## config.mk

```make
export PLATFORM = sky130hd
export DESIGN_NAME = arch_reg_rename
export DESIGN_NICKNAME = d
export VERILOG_FILES = /design/src/rtl/arch_reg_rename_pkg.sv /design/src/rtl/arch_reg_read_mux.sv /design/src/rtl/arch_reg_rename.sv
export SDC_FILE = /design/constraint.sdc
export NUM_CORES = 2
export LEC_CHECK = 0
export ABC_CLOCK_PERIOD_IN_PS = 8200
export BUFFER_PORTS_ARGS = -buffer_cell sky130_fd_sc_hd__buf_2
export CAP_MARGIN = 20
export CORE_MARGIN = 4
export CORE_UTILIZATION = 40
export CTS_CLUSTER_SIZE = 8
export DETAILED_ROUTE_END_ITERATION = 8
export PLACE_DENSITY = 0.64
export RECOVER_POWER = 25
export SLEW_MARGIN = 20
export SYNTH_ARGS = -nofsm -noshare
export SYNTH_HDL_FRONTEND = slang
export SYNTH_SLANG_ARGS = --single-unit
```

## constraint.sdc

```tcl
create_clock -name clk -period 8.2 [get_ports clk]
set_input_delay 1.64 -clock clk [delete_from_list [all_inputs] [get_ports clk]]
set_output_delay 1.64 -clock clk [all_outputs]
set_load 0.01 [all_outputs]
```

## src/rtl/arch_reg_rename_pkg.sv

```systemverilog
// arch_reg_rename_pkg: shared widths and bundles for the register file and rename table
package arch_reg_rename_pkg;
  localparam int REG_WIDTH = 5;
  localparam int ROB_WIDTH = 4;
  localparam int DATA_WIDTH = 32;
  localparam int NUM_REGS = 2 ** REG_WIDTH;
  typedef struct packed {
    logic                 busy;
    logic [ROB_WIDTH-1:0] tag;
  } reg_status_t;
  typedef struct packed {
    logic                  valid;
    logic [ROB_WIDTH-1:0]  tag;
    logic [DATA_WIDTH-1:0] data;
  } operand_t;
endpackage

```

## src/rtl/arch_reg_read_mux.sv

```systemverilog
// arch_reg_read_mux: resolves one operand to a value (zero reg, register, ROB, CDB) or a pending tag
module arch_reg_read_mux
  import arch_reg_rename_pkg::*;
(
  input  logic                  is_zero,
  input  reg_status_t           status,
  input  logic [DATA_WIDTH-1:0] reg_data,
  input  logic                  rob_valid,
  input  logic [DATA_WIDTH-1:0] rob_data,
  input  logic                  cdb_valid,
  input  logic [ROB_WIDTH-1:0]  cdb_tag,
  input  logic [DATA_WIDTH-1:0] cdb_data,
  output operand_t              op
);
  logic cdb_hit;
  assign cdb_hit = cdb_valid && cdb_tag == status.tag;
  assign op.valid = is_zero || !status.busy || rob_valid || cdb_hit;
  assign op.tag = status.tag;
  assign op.data = is_zero      ? '0 :
                   !status.busy ? reg_data :
                   rob_valid    ? rob_data :
                   cdb_hit      ? cdb_data : '0;
endmodule

```

## src/rtl/arch_reg_rename.sv

```systemverilog
// arch_reg_rename: architectural register file with rename status and ROB/CDB operand bypass
module arch_reg_rename
  import arch_reg_rename_pkg::*;
#(
  parameter int N_READ = 2,
  parameter bit HAS_ZERO = 1'b1
) (
  input  logic                  clk,
  input  logic                  reset_n,
  input  logic                  flush,
  input  logic [REG_WIDTH-1:0]  rd_num    [N_READ],
  output logic                  rd_valid  [N_READ],
  output logic [ROB_WIDTH-1:0]  rd_tag    [N_READ],
  output logic [DATA_WIDTH-1:0] rd_data   [N_READ],
  output logic [ROB_WIDTH-1:0]  rob_tag   [N_READ],
  input  logic                  rob_valid [N_READ],
  input  logic [DATA_WIDTH-1:0] rob_data  [N_READ],
  input  logic                  cdb_valid,
  input  logic [ROB_WIDTH-1:0]  cdb_tag,
  input  logic [DATA_WIDTH-1:0] cdb_data,
  input  logic                  issue,
  input  logic                  issue_dest_we,
  input  logic [REG_WIDTH-1:0]  issue_dest,
  input  logic [ROB_WIDTH-1:0]  issue_tag,
  input  logic                  commit,
  input  logic [REG_WIDTH-1:0]  commit_arch_num,
  input  logic [ROB_WIDTH-1:0]  commit_tag,
  input  logic [DATA_WIDTH-1:0] commit_data
);
  logic [DATA_WIDTH-1:0] data [NUM_REGS];
  reg_status_t status [NUM_REGS];
  logic issue_ok, commit_ok;
  assign issue_ok = issue && issue_dest_we && !flush && !(HAS_ZERO && issue_dest == '0);
  assign commit_ok = commit && !(HAS_ZERO && commit_arch_num == '0);
  // Later assignments win: issue overrides the commit's busy clear on the same register.
  always_ff @(posedge clk or negedge reset_n) begin
    if (!reset_n) begin
      for (int i = 0; i < NUM_REGS; i++) begin
        data[i] <= '0;
        status[i] <= '0;
      end
    end else begin
      if (commit_ok) begin
        data[commit_arch_num] <= commit_data;
        if (status[commit_arch_num].tag == commit_tag) status[commit_arch_num].busy <= 1'b0;
      end
      if (flush) begin
        for (int i = 0; i < NUM_REGS; i++) status[i].busy <= 1'b0;
      end else if (issue_ok) begin
        status[issue_dest] <= '{busy: 1'b1, tag: issue_tag};
      end
    end
  end
  for (genvar g = 0; g < N_READ; g++) begin : g_rd
    operand_t op;
    arch_reg_read_mux u_mux (
      .is_zero   (HAS_ZERO && rd_num[g] == '0),
      .status    (status[rd_num[g]]),
      .reg_data  (data[rd_num[g]]),
      .rob_valid (rob_valid[g]),
      .rob_data  (rob_data[g]),
      .cdb_valid (cdb_valid),
      .cdb_tag   (cdb_tag),
      .cdb_data  (cdb_data),
      .op        (op)
    );
    assign rd_valid[g] = op.valid;
    assign rd_tag[g] = op.tag;
    assign rd_data[g] = op.data;
    assign rob_tag[g] = op.tag;
  end
endmodule

```

==> results.sh <==
export IMPL_dp_hpwl_um=123000
export IMPL_design_area_um2=73500
export IMPL_drtIter0Drc=4386
export IMPL_wl_met3_um=15500
export IMPL_clockBufferDepth=3
export IMPL_seq_area_um2=29600
export IMPL_cpPeakStageDelay_ns=0.71
export IMPL_gp_congestion=0.899
export IMPL_grt_use_total=0.245
export IMPL_hold_class="flip-flop to flip-flop"
export IMPL_area_delta_synth_final_pct=11.3
export IMPL_path_max_fanout=48
export IMPL_die_area_um2=172000
export IMPL_layout_common_cells="dfrtp_1, mux2_2, mux4_2"
export IMPL_ios=251
export IMPL_p_per_area_nw_per_um2=236
export IMPL_syn_nets=4784
export IMPL_yosys_area_top_type="dfrtp_1"
export IMPL_syn_area_um2=66100
export IMPL_viasPerCell=6.37
export IMPL_wl_um=212000
export IMPL_vias=43400
export IMPL_ys_flop_type="dfrtp_1"
export IMPL_wl_per_cell_um=31.2
export IMPL_period_share=0.874
export IMPL_postRouteAntennaNets=0
export IMPL_synth_distinct_cells=67
export IMPL_setup_ws_ns=1.03
export IMPL_start_util=0.404
export IMPL_synth_area_top_cells="dfrtp_1, mux4_2, mux2_2"
export IMPL_drive_above_1_share=0.492
export IMPL_ys_async_sr_fraction=1.00
export IMPL_yosysSeqAreaShare=0.449
export IMPL_fin_cells=6810
export IMPL_antenna_found_initial=18
export IMPL_grt_pass1_wl_um=315000
export IMPL_start_kind="input port"
export IMPL_place_area_um2=69000
export IMPL_multi_input_area_um2=34300
export IMPL_htreeDepth=4
export IMPL_top_layer="met5"
export IMPL_timing_critical_path_mode_cell="buf_4"
export IMPL_drt_first_pass_iters=5
export IMPL_dieWidth_um=414
export IMPL_cts_sinks=1184
export IMPL_setup_viol=0
export IMPL_crit_arrival_ns=5.53
export IMPL_p_leak_nw=31.3
export IMPL_vdd_ir_drop_max_mv=0.190
export IMPL_overflow=0
export IMPL_cp_slowest_cell="xor2_4"
export IMPL_portBuffers=250
export IMPL_synth_seq_cells=1184
export IMPL_dp_cells=6614
export IMPL_violations="capacitance limit, slew limit"
export IMPL_cts_repair_resized=0
export IMPL_yosysWarnings=0
export IMPL_critPathTopFamily="multiplexers"
export IMPL_post_route_drc_count=0
export IMPL_clock_skew_ns=0.0395
export IMPL_drv_slew=324
export IMPL_rows=148
export IMPL_slew_limit_headroom=-1.63
export IMPL_critical_path_class="input port to output pin"
export IMPL_cts_setup_buffers=0
export IMPL_fin_tns_setup_ns=0
export IMPL_synth_edf_count=0
export IMPL_pre_cts_ws_ns=1.01
export IMPL_grt_pass1_vias=44700
export IMPL_numCtsBuffers=166
export IMPL_rsz0062_at_grt="false"
export IMPL_clk_pin_slew_worst_paths_ns=0.05
export IMPL_clk_latency_ns=0.79
export IMPL_status="finished with violations"
export IMPL_cts_root_buffer="clkbuf_16"
export IMPL_grt_max_degree=169
export IMPL_worstMarginPinSlew_ns=3.95
export IMPL_syn_avg_cell_area_um2=14.3
export IMPL_nFillCells=14400
export IMPL_tritoncts="built"
export IMPL_design_core_area_um2=164000
export IMPL_critPathBufInv=4
export IMPL_cts_hold_buf=0
export IMPL_required_ns=6.56
export IMPL_nets=4778
export IMPL_worstPathCellList="buf_8 -> mux4_1 -> mux4_2 -> mux2_4 -> xor2_4 -> buf_4 -> buf_4 -> nor2b_1 -> or4_1 -> buf_2"
export IMPL_wl_met2_um=102000
export IMPL_max_cap_viol_count=5
export IMPL_wl_met1_um=83600
export IMPL_yosys_area_top_type_share=0.449
export IMPL_final_common_cell="dfrtp_1"
export IMPL_fmax_ghz=0.140
export IMPL_finalHoldViolations=0
export IMPL_min_period_ns=7.17
export IMPL_netlist_instances=4615
export IMPL_die_h_um=414
export IMPL_end_kind="output pin"
per-layer routing:
metal  track usage  up-vias
li1              -    17700
met1         0.315    23300
met2         0.394     1825
met3        0.0539      526
met4         0.119        6
met5             0        -
logic make-up after synthesis:
group | synth area share
buffers and inverters | 0.0372
multiplexers | 0.424
AND/OR/NAND/NOR | 0.0403
AO/OA/AOI/OAI | 0.0486
XOR/XNOR | 0.00161
flip-flops | 0.449
final timing paths:
kind / startpoint / end / slack (ns) / cells past startpoint
setup reg to reg: status[5] / status[94] / 5.27 / 8
hold / removal: data[997] / data[997] / 0.39 / 0
setup / recovery: rd_num[6] / rd_valid[1] / 1.03 / 10
max in group asynchronous: reset_n / data[914] / 1.84 / 2
hold reg to reg: data[997] / data[997] / 0.39 / 0
min in group asynchronous: reset_n / status[22] / 2.26 / 1
report_power, final:
part | switching (mW) | internal, mW | total [mW]
sequential | 0.698 | 6.85 | 7.55
combinational | 1.48 | 2.04 | 3.52
clock | 2.59 | 3.67 | 6.25
final cells by class:
type	instances	share of cell area
Antenna cell	9	0.000306
Clock buffer	171	0.0575
Clock inverter	14	0.00427
Inverter	3	0.000153
Multi-Input combinational cell	2909	0.466
Sequential cell	1184	0.403
Tap cell	2175	0.0370
Timing Repair Buffer	345	0.0314
synth_stat cells, types with 5 or more instances:
cell type / instances
a211oi_1: 17
buf_1: 58
nor3b_2: 31
buf_6: 24
a311oi_1: 28
buf_4: 38
o211ai_1: 22
mux2_2: 1015
a221oi_2: 29
nand2_1: 292
mux4_1: 5
nor2b_1: 39
a22oi_1: 42
nand2b_1: 27
buf_8: 6
xor2_1: 5
a21oi_1: 105
nor3_1: 43
dfrtp_1: 1184
o22ai_1: 7
mux2i_1: 233
buf_2: 63
nor2_1: 45
o21ai_0: 173
clkbuf_1: 324
nand3_1: 33
mux4_2: 624
a221o_1: 5
a31oi_1: 20
o221ai_1: 9
state kept, by name, indices dropped and copies added, names as in the netlist:
register,count
data,1024
status,160
per-stage QoR:
step / hold WS, ns / util / power, mW
after floorplan: 0.441 / - / 10.0
after global placement: 0.378 / 0.421 / 11.0
final: 0.395 / 0.450 / 17.3
after global routing: 0.400 / 0.450 / 18.0
after CTS: 0.397 / 0.449 / 17.4
after detailed placement: 0.386 / 0.422 / 11.1
worst register-to-register path: cells and delay by family (launching register included):
kind | cells | cell delay, ns
AOI/OAI and AO/OA | 1 | 0.13
xor gates and xnor gates | 1 | 0.21
buffers and inverters | 1 | 0.26
DFF | 1 | 0.41
muxes | 3 | 1.40
and+or+nand+nor | 2 | 0.38
Note: power is estimated with default switching activity, not from simulation.
